`config.mk`:
```
export PLATFORM = sky130hd
export DESIGN_NAME = multi_buffer_sync_manager
export DESIGN_NICKNAME = d
export VERILOG_FILES = /design/src/rtl/multi_buffer_sync_manager.sv
export SDC_FILE = /design/constraint.sdc
export NUM_CORES = 1
export LEC_CHECK = 0
export CORE_ASPECT_RATIO = 0.6
export CORE_MARGIN = 1
export CORE_UTILIZATION = 55
export DETAILED_ROUTE_END_ITERATION = 6
export GPL_TIMING_DRIVEN = 0
export PLACE_DENSITY = 0.78
export SYNTH_ARGS = -nofsm -noshare
export SYNTH_HDL_FRONTEND = slang
export SYNTH_SLANG_ARGS = --single-unit
```
`constraint.sdc`:
```
create_clock -name SYS_aclk -period 8 [get_ports SYS_aclk]
set_input_delay 1.6 -clock SYS_aclk [delete_from_list [all_inputs] [get_ports SYS_aclk]]
set_output_delay 1.6 -clock SYS_aclk [all_outputs]
set_load 0.005 [all_outputs]
```
`src/rtl/multi_buffer_sync_manager.sv`:
```
// rtl/multi_buffer_sync_manager.sv - ring-buffer writer/reader sync with S2MM command generation
// The writer fills buffers in a ring, issuing one command per buffer; a reader can lock the last full buffer.
module multi_buffer_sync_manager #(
   parameter int MM_ADDR_WIDTH  = 32,
   parameter int NUM_BUFFERS    = 3,
   parameter int LOG_BEAT_BYTES = 0
) (
   input  logic                       SYS_aclk,
   input  logic                       SYS_aresetn,
   input  logic                       SM_beat_valid,
   input  logic                       SM_request,
   input  logic [4:0]                 SM_log_length,
   input  logic [MM_ADDR_WIDTH-1:0]   SM_address,
   output logic [MM_ADDR_WIDTH-1:0]   SM_read_buffer,
   output logic [15:0]                SM_overflow_count,
   input  logic                       M_AXIS_tready,
   output logic                       M_AXIS_tvalid,
   output logic [MM_ADDR_WIDTH+39:0]  M_AXIS_tdata
);

   typedef enum logic {ST_START, ST_RUN} state_t;

   state_t                     state_q, state_d;
   logic [2:0]                 write_idx, full_idx, read_idx;
   logic                       full_valid, locked, req_q;
   logic [MM_ADDR_WIDTH-1:0]   write_addr, full_addr;
   logic [22:0]                beat_cnt;
   logic [4:0]                 cur_log;

   logic [4:0]                 eff_log;
   logic [22:0]                last_beat_cnt;
   logic                       completion, req_rise, protect;
   logic [2:0]                 next_first, next_idx, protect_idx;
   logic [MM_ADDR_WIDTH-1:0]   next_addr;

   function automatic logic [2:0] inc_idx(input logic [2:0] i);
      return (i == 3'(NUM_BUFFERS - 1)) ? 3'd0 : i + 3'd1;
   endfunction

   function automatic logic [MM_ADDR_WIDTH-1:0] buf_addr(input logic [MM_ADDR_WIDTH-1:0] base,
                                                          input logic [2:0] idx,
                                                          input logic [4:0] lg);
      return base + (MM_ADDR_WIDTH'(idx) << lg);
   endfunction

   function automatic logic [MM_ADDR_WIDTH+39:0] make_cmd(input logic [MM_ADDR_WIDTH-1:0] addr,
                                                          input logic [4:0] lg);
      return {4'b0, 4'b0, addr, 1'b0, 1'b0, 6'b0, 1'b1, 23'(23'd1 << lg)};
   endfunction

   always_ff @(posedge SYS_aclk or negedge SYS_aresetn) begin
      if (!SYS_aresetn) state_q <= ST_START;
      else              state_q <= state_d;
   end

   always_comb begin
      state_d       = state_q;
      eff_log       = SM_log_length;
      last_beat_cnt = ((23'd1 << cur_log) >> LOG_BEAT_BYTES) - 23'd1;
      completion    = 1'b0;
      req_rise      = SM_request && !req_q;
      // A lock taken in the same cycle as a completion must already be honoured by the writer.
      protect       = (locked && SM_request) || (req_rise && full_valid && !locked);
      protect_idx   = locked ? read_idx : full_idx;
      next_first    = inc_idx(write_idx);
      next_idx      = next_first;
      case (state_q)
         ST_START: state_d = ST_RUN;
         ST_RUN: begin
            state_d    = ST_RUN;
            completion = SM_beat_valid && (beat_cnt == last_beat_cnt);
         end
         default: state_d = ST_START;
      endcase
      if (SM_log_length > 5'd22)            eff_log = 5'd22;
      if (eff_log < 5'(LOG_BEAT_BYTES))     eff_log = 5'(LOG_BEAT_BYTES);
      if (protect && next_first == protect_idx) next_idx = inc_idx(next_first);
      next_addr = buf_addr(SM_address, next_idx, eff_log);
   end

   always_ff @(posedge SYS_aclk or negedge SYS_aresetn) begin
      if (!SYS_aresetn) begin
         write_idx         <= '0;
         full_idx          <= '0;
         read_idx          <= '0;
         full_valid        <= 1'b0;
         locked            <= 1'b0;
         req_q             <= 1'b0;
         write_addr        <= '0;
         full_addr         <= '0;
         beat_cnt          <= '0;
         cur_log           <= '0;
         M_AXIS_tvalid     <= 1'b0;
         M_AXIS_tdata      <= '0;
         SM_read_buffer    <= '0;
         SM_overflow_count <= '0;
      end else begin
         req_q <= SM_request;
         if (state_q == ST_START) begin
            write_idx     <= '0;
            cur_log       <= eff_log;
            write_addr    <= SM_address;
            beat_cnt      <= '0;
            M_AXIS_tdata  <= make_cmd(SM_address, eff_log);
            M_AXIS_tvalid <= 1'b1;
         end else begin
            if (M_AXIS_tvalid && M_AXIS_tready) M_AXIS_tvalid <= 1'b0;
            if (SM_beat_valid) beat_cnt <= completion ? 23'd0 : beat_cnt + 23'd1;
            if (completion) begin
               full_idx      <= write_idx;
               full_addr     <= write_addr;
               full_valid    <= 1'b1;
               write_idx     <= next_idx;
               write_addr    <= next_addr;
               cur_log       <= eff_log;
               M_AXIS_tdata  <= make_cmd(next_addr, eff_log);
               M_AXIS_tvalid <= 1'b1;
               // A pending command that was not taken this cycle is superseded.
               if (M_AXIS_tvalid && !M_AXIS_tready && SM_overflow_count != 16'hFFFF)
                  SM_overflow_count <= SM_overflow_count + 16'd1;
            end
         end
         if (!SM_request) begin
            locked         <= 1'b0;
            SM_read_buffer <= '0;
         end else if (req_rise && full_valid && !locked) begin
            locked         <= 1'b1;
            read_idx       <= full_idx;
            SM_read_buffer <= full_addr;
         end
      end
   end

endmodule

```
==> impl_metrics.json <==
{
  "synth.most_common_cell": "nand2_1",
  "leakagePower_nw": 5.87,
  "cts_buffers": 17,
  "synth_cell_types": 79,
  "die_h_um": 111,
  "avgRoutedWirePerCell_um": 20.1,
  "switchingPower_w": 0.000607,
  "min_period_ns": 6.95,
  "synth_area_leaders": "dfrtp_1 41%, nand2_1 6.1%, mux2_2 4.1%, nor2_1 4.0%, ha_1 3.9%",
  "antenna_found_initial": 0,
  "die_area_sq_mm": 0.0205,
  "maxCapViolations": 0,
  "seq_area_frac_synth_pct": 40.7,
  "hold_buffers": 0,
  "postCtsSetupRepairBufs": 0,
  "finalSetupViolations": 0,
  "pwr-share-clk_pct": 39.1,
  "synth_mux_area_share_pct": 6.54,
  "io_pins": 163,
  "critPathKind": "in2reg",
  "hold_path_class": "reg2reg",
  "pwr-share-comb_pct": 15.8,
  "core_sq_mm": 0.0192,
  "cp-startpoint": "SM_request",
  "synth_cells": 1227,
  "syn_to_final_growth_pct": 22.3,
  "finClkSkew_ns": 0.00857,
  "mappedNetlistArea_sq_mm": 0.0109,
  "post-place-ws_ns": 0.883,
  "rsz0062_at_grt": "no",
  "clkTransAtPathRegs_ns": 0.07,
  "grt_max_degree": 120,
  "synth.cells.most_frequent": "179 x nand2_1, 178 x dfrtp_1, 117 x nor2_1, 83 x o21ai_0, 67 x a21oi_1",
  "ys_seq_elements": 178,
  "placed_cells": 1658,
  "async_flop_share_pct": 100,
  "max-clock-path-buffers": 2,
  "postCtsResizedCells": 0,
  "drtPass1Iterations": 5,
  "ant_nets": 0,
  "fill_cells": 1549,
  "max_freq_mhz": 144,
  "grt_pass1_wl_mm": 53.2,
  "peakVddDrop_mv": 0.155,
  "vias": 10100,
  "fin_nets": 1488,
  "timing.final.ws_setup_ns": 1.05,
  "synth-xor-area-share_pct": 6.18,
  "startpoint_type": "input port",
  "r2r_end": "write_addr[27]",
  "yosysTopAreaCellShare_pct": 40.7,
  "cts_tree": "yes",
  "gp_congestion": 0.969,
  "cts.htree.levels": 4,
  "worst_pin_slew_ns": 0.952,
  "drc": 0,
  "via_per_inst": 6.01,
  "rows": 39,
  "synth_ff_type": "dfrtp_1",
  "start_util_pct": 56.9,
  "synth_largest_area_cell": "dfrtp_1",
  "crit_end": "write_addr[27]",
  "diodes": 0,
  "hold_ws_ns": 0.465,
  "drive_gt1_share_pct": 9.49,
  "synth_edf_count": 0,
  "hpwl_mm": 25.8,
  "reg2reg_from": "locked",
  "ff2ff_setup_slack_ns": 2.06,
  "drt-total-wl_mm": 34.0,
  "hold_start": "full_valid",
  "synthAdderAreaFrac_pct": 4.07,
  "cts_sinks": 178,
  "numPortBuffers": 143,
  "maxSlewHeadroom_pct": 36.1,
  "maxSlewViolCount": 0,
  "p_int_w": 0.00150,
  "avgSynthCellArea_sq_um": 8.91,
  "clockRootBuffer": "clkbuf_16",
  "final_cells": 1688,
  "dieWidth_um": 184,
  "cp-end-kind": "flip-flop",
  "synth_compound_area_share_pct": 17.5,
  "ys_warn_count": 0,
  "ff2ff_path_depth": 18,
  "grt_remaining_overflow": 0,
  "hold_viol_final": 0,
  "grt_usage_pct": 34.5,
  "required_ns": 8.36,
  "power_density_mw_per_mm2": 158,
  "critical_path_arrival_ns": 7.30,
  "clk-insertion-delay-late_ns": 0.45,
  "yosys.area_share.simple_pct": 19.9,
  "grt_pass1_vias": 9266,
  "p_sw_share_pct": 28.8,
  "power_frac_seq_pct": 45.1,
  "final.period_utilization_pct": 86.8,
  "synth_top_family_by_area": "simple AND/OR/NAND/NOR gates",
  "worstPathMaxFanout": 10,
  "status": "finished clean",
  "first_iter_violations": 929,
  "min_path_cells": 1
}
==> flip-flops by register name, summed over array words and instances, names as in the netlist <==
signal	cells
M_AXIS_tvalid	1
full_valid	1
SM_read_buffer	32
locked	1
full_addr	32
req_q	1
M_AXIS_tdata	25
SM_overflow_count	16
state_q	1
cur_log	5
write_addr	31
read_idx	3
write_idx	3
full_idx	3
beat_cnt	23
==> power by group through the flow <==
stage	clock, W	sequential [W]	combinational [W]
after global routing	0.000872	0.000950	0.000363
after global placement	0	0.000965	0.000319
after floorplan	0	0.000954	0.000187
after detailed placement	0	0.000964	0.000323
final	0.000824	0.000950	0.000333
after CTS	0.000832	0.000947	0.000326
==> worst min path at each step <==
| stage | to | slack [ns] |
|---|---|---|
| 6_report | full_valid | 0.46 |
| 5_1_grt | full_valid | 0.49 |
| 4_1_cts | full_valid | 0.46 |
| 3_5_place_dp | full_valid | 0.44 |
| 3_3_place_gp | full_valid | 0.44 |
| 2_1_floorplan | full_valid | 0.43 |
==> area by class of cell <==
cell class	instances	area [sq um]	share of cell area [%]
Buffer	90	468	3.50
Clock buffer	18	439	3.28
Clock inverter	12	125	0.935
Inverter	20	75.1	0.561
Multi-Input combinational cell	960	6020	45.0
Sequential cell	178	4450	33.3
Tap cell	266	333	2.49
Timing Repair Buffer	144	1460	10.9
==> placed cells by master (no fill, tap or decap), types with 9 or more instances in the layout <==
cell type | netlist | layout
nor3_1 | 18 | 18
inv_1 | 19 | 19
o41ai_1 | 9 | 9
clkbuf_1 | 45 | 45
conb_1 | 2 | 23
o31ai_1 | 12 | 12
ha_1 | 34 | 34
nand2_1 | 179 | 179
clkdlybuf4s50_1 | 0 | 142
o22ai_1 | 9 | 9
buf_4 | 22 | 22
nand2b_1 | 14 | 14
nor2_1 | 117 | 117
dfrtp_1 | 178 | 178
xor2_1 | 39 | 39
o21ai_0 | 83 | 83
o32ai_1 | 9 | 9
nand4_1 | 13 | 13
buf_2 | 17 | 17
mux2i_1 | 22 | 22
nand3_1 | 50 | 50
nor2b_1 | 12 | 12
clkbuf_16 | 0 | 17
a21o_1 | 20 | 20
and3_1 | 14 | 14
a31oi_1 | 16 | 16
nor4_1 | 10 | 10
xnor2_1 | 33 | 33
mux2_2 | 40 | 40
a21oi_1 | 67 | 67
o211ai_1 | 9 | 9
==> worst max-delay path, cell delays in order <==
cell             delay, ns
clkdlybuf4s50_1       0.52
buf_2                 0.21
o21ai_0               0.25
nor2_1                0.55
nand2_1               0.27
xnor2_1               0.19
o211ai_1              0.36
clkbuf_1              0.41
o32ai_1               0.21
ha_1                  0.31
clkbuf_1              0.19
a21o_1                0.24
a21o_1                0.20
a211oi_1              0.49
a22o_1                0.33
nor4_1                0.10
o31a_1                0.27
or3_1                 0.37
a31oi_1               0.20
==> metal layers <==
metal	routed length (um)	track usage, %
met1	17300	57.3
met2	12700	43.4
met5	0	0
met4	302	6.28
met3	3730	9.23
==> through the flow <==
stage,TNS (ns),total power [W],util (%),area (sq um)
2_1_floorplan,0,0.00114,-,11000
3_3_place_gp,-341.26,0.00128,66.5,12800
3_5_place_dp,0,0.00129,66.6,12800
4_1_cts,0,0.00211,69.6,13400
5_1_grt,0,0.00219,69.6,13400
6_report,0,0.00211,69.6,13400
==> logic make-up (layout without fill, tap and decap cells) <==
kind of cell	count (synthesis)	after routing
muxes	66	66
other	2	23
DFF	178	178
xor gates and xnor gates	74	74
AOI/OAI and AO/OA	294	294
buffers and inverters	110	284
and+or+nand+nor	468	468
adders and majority gates	35	35
(Power assumes the default switching activity.)
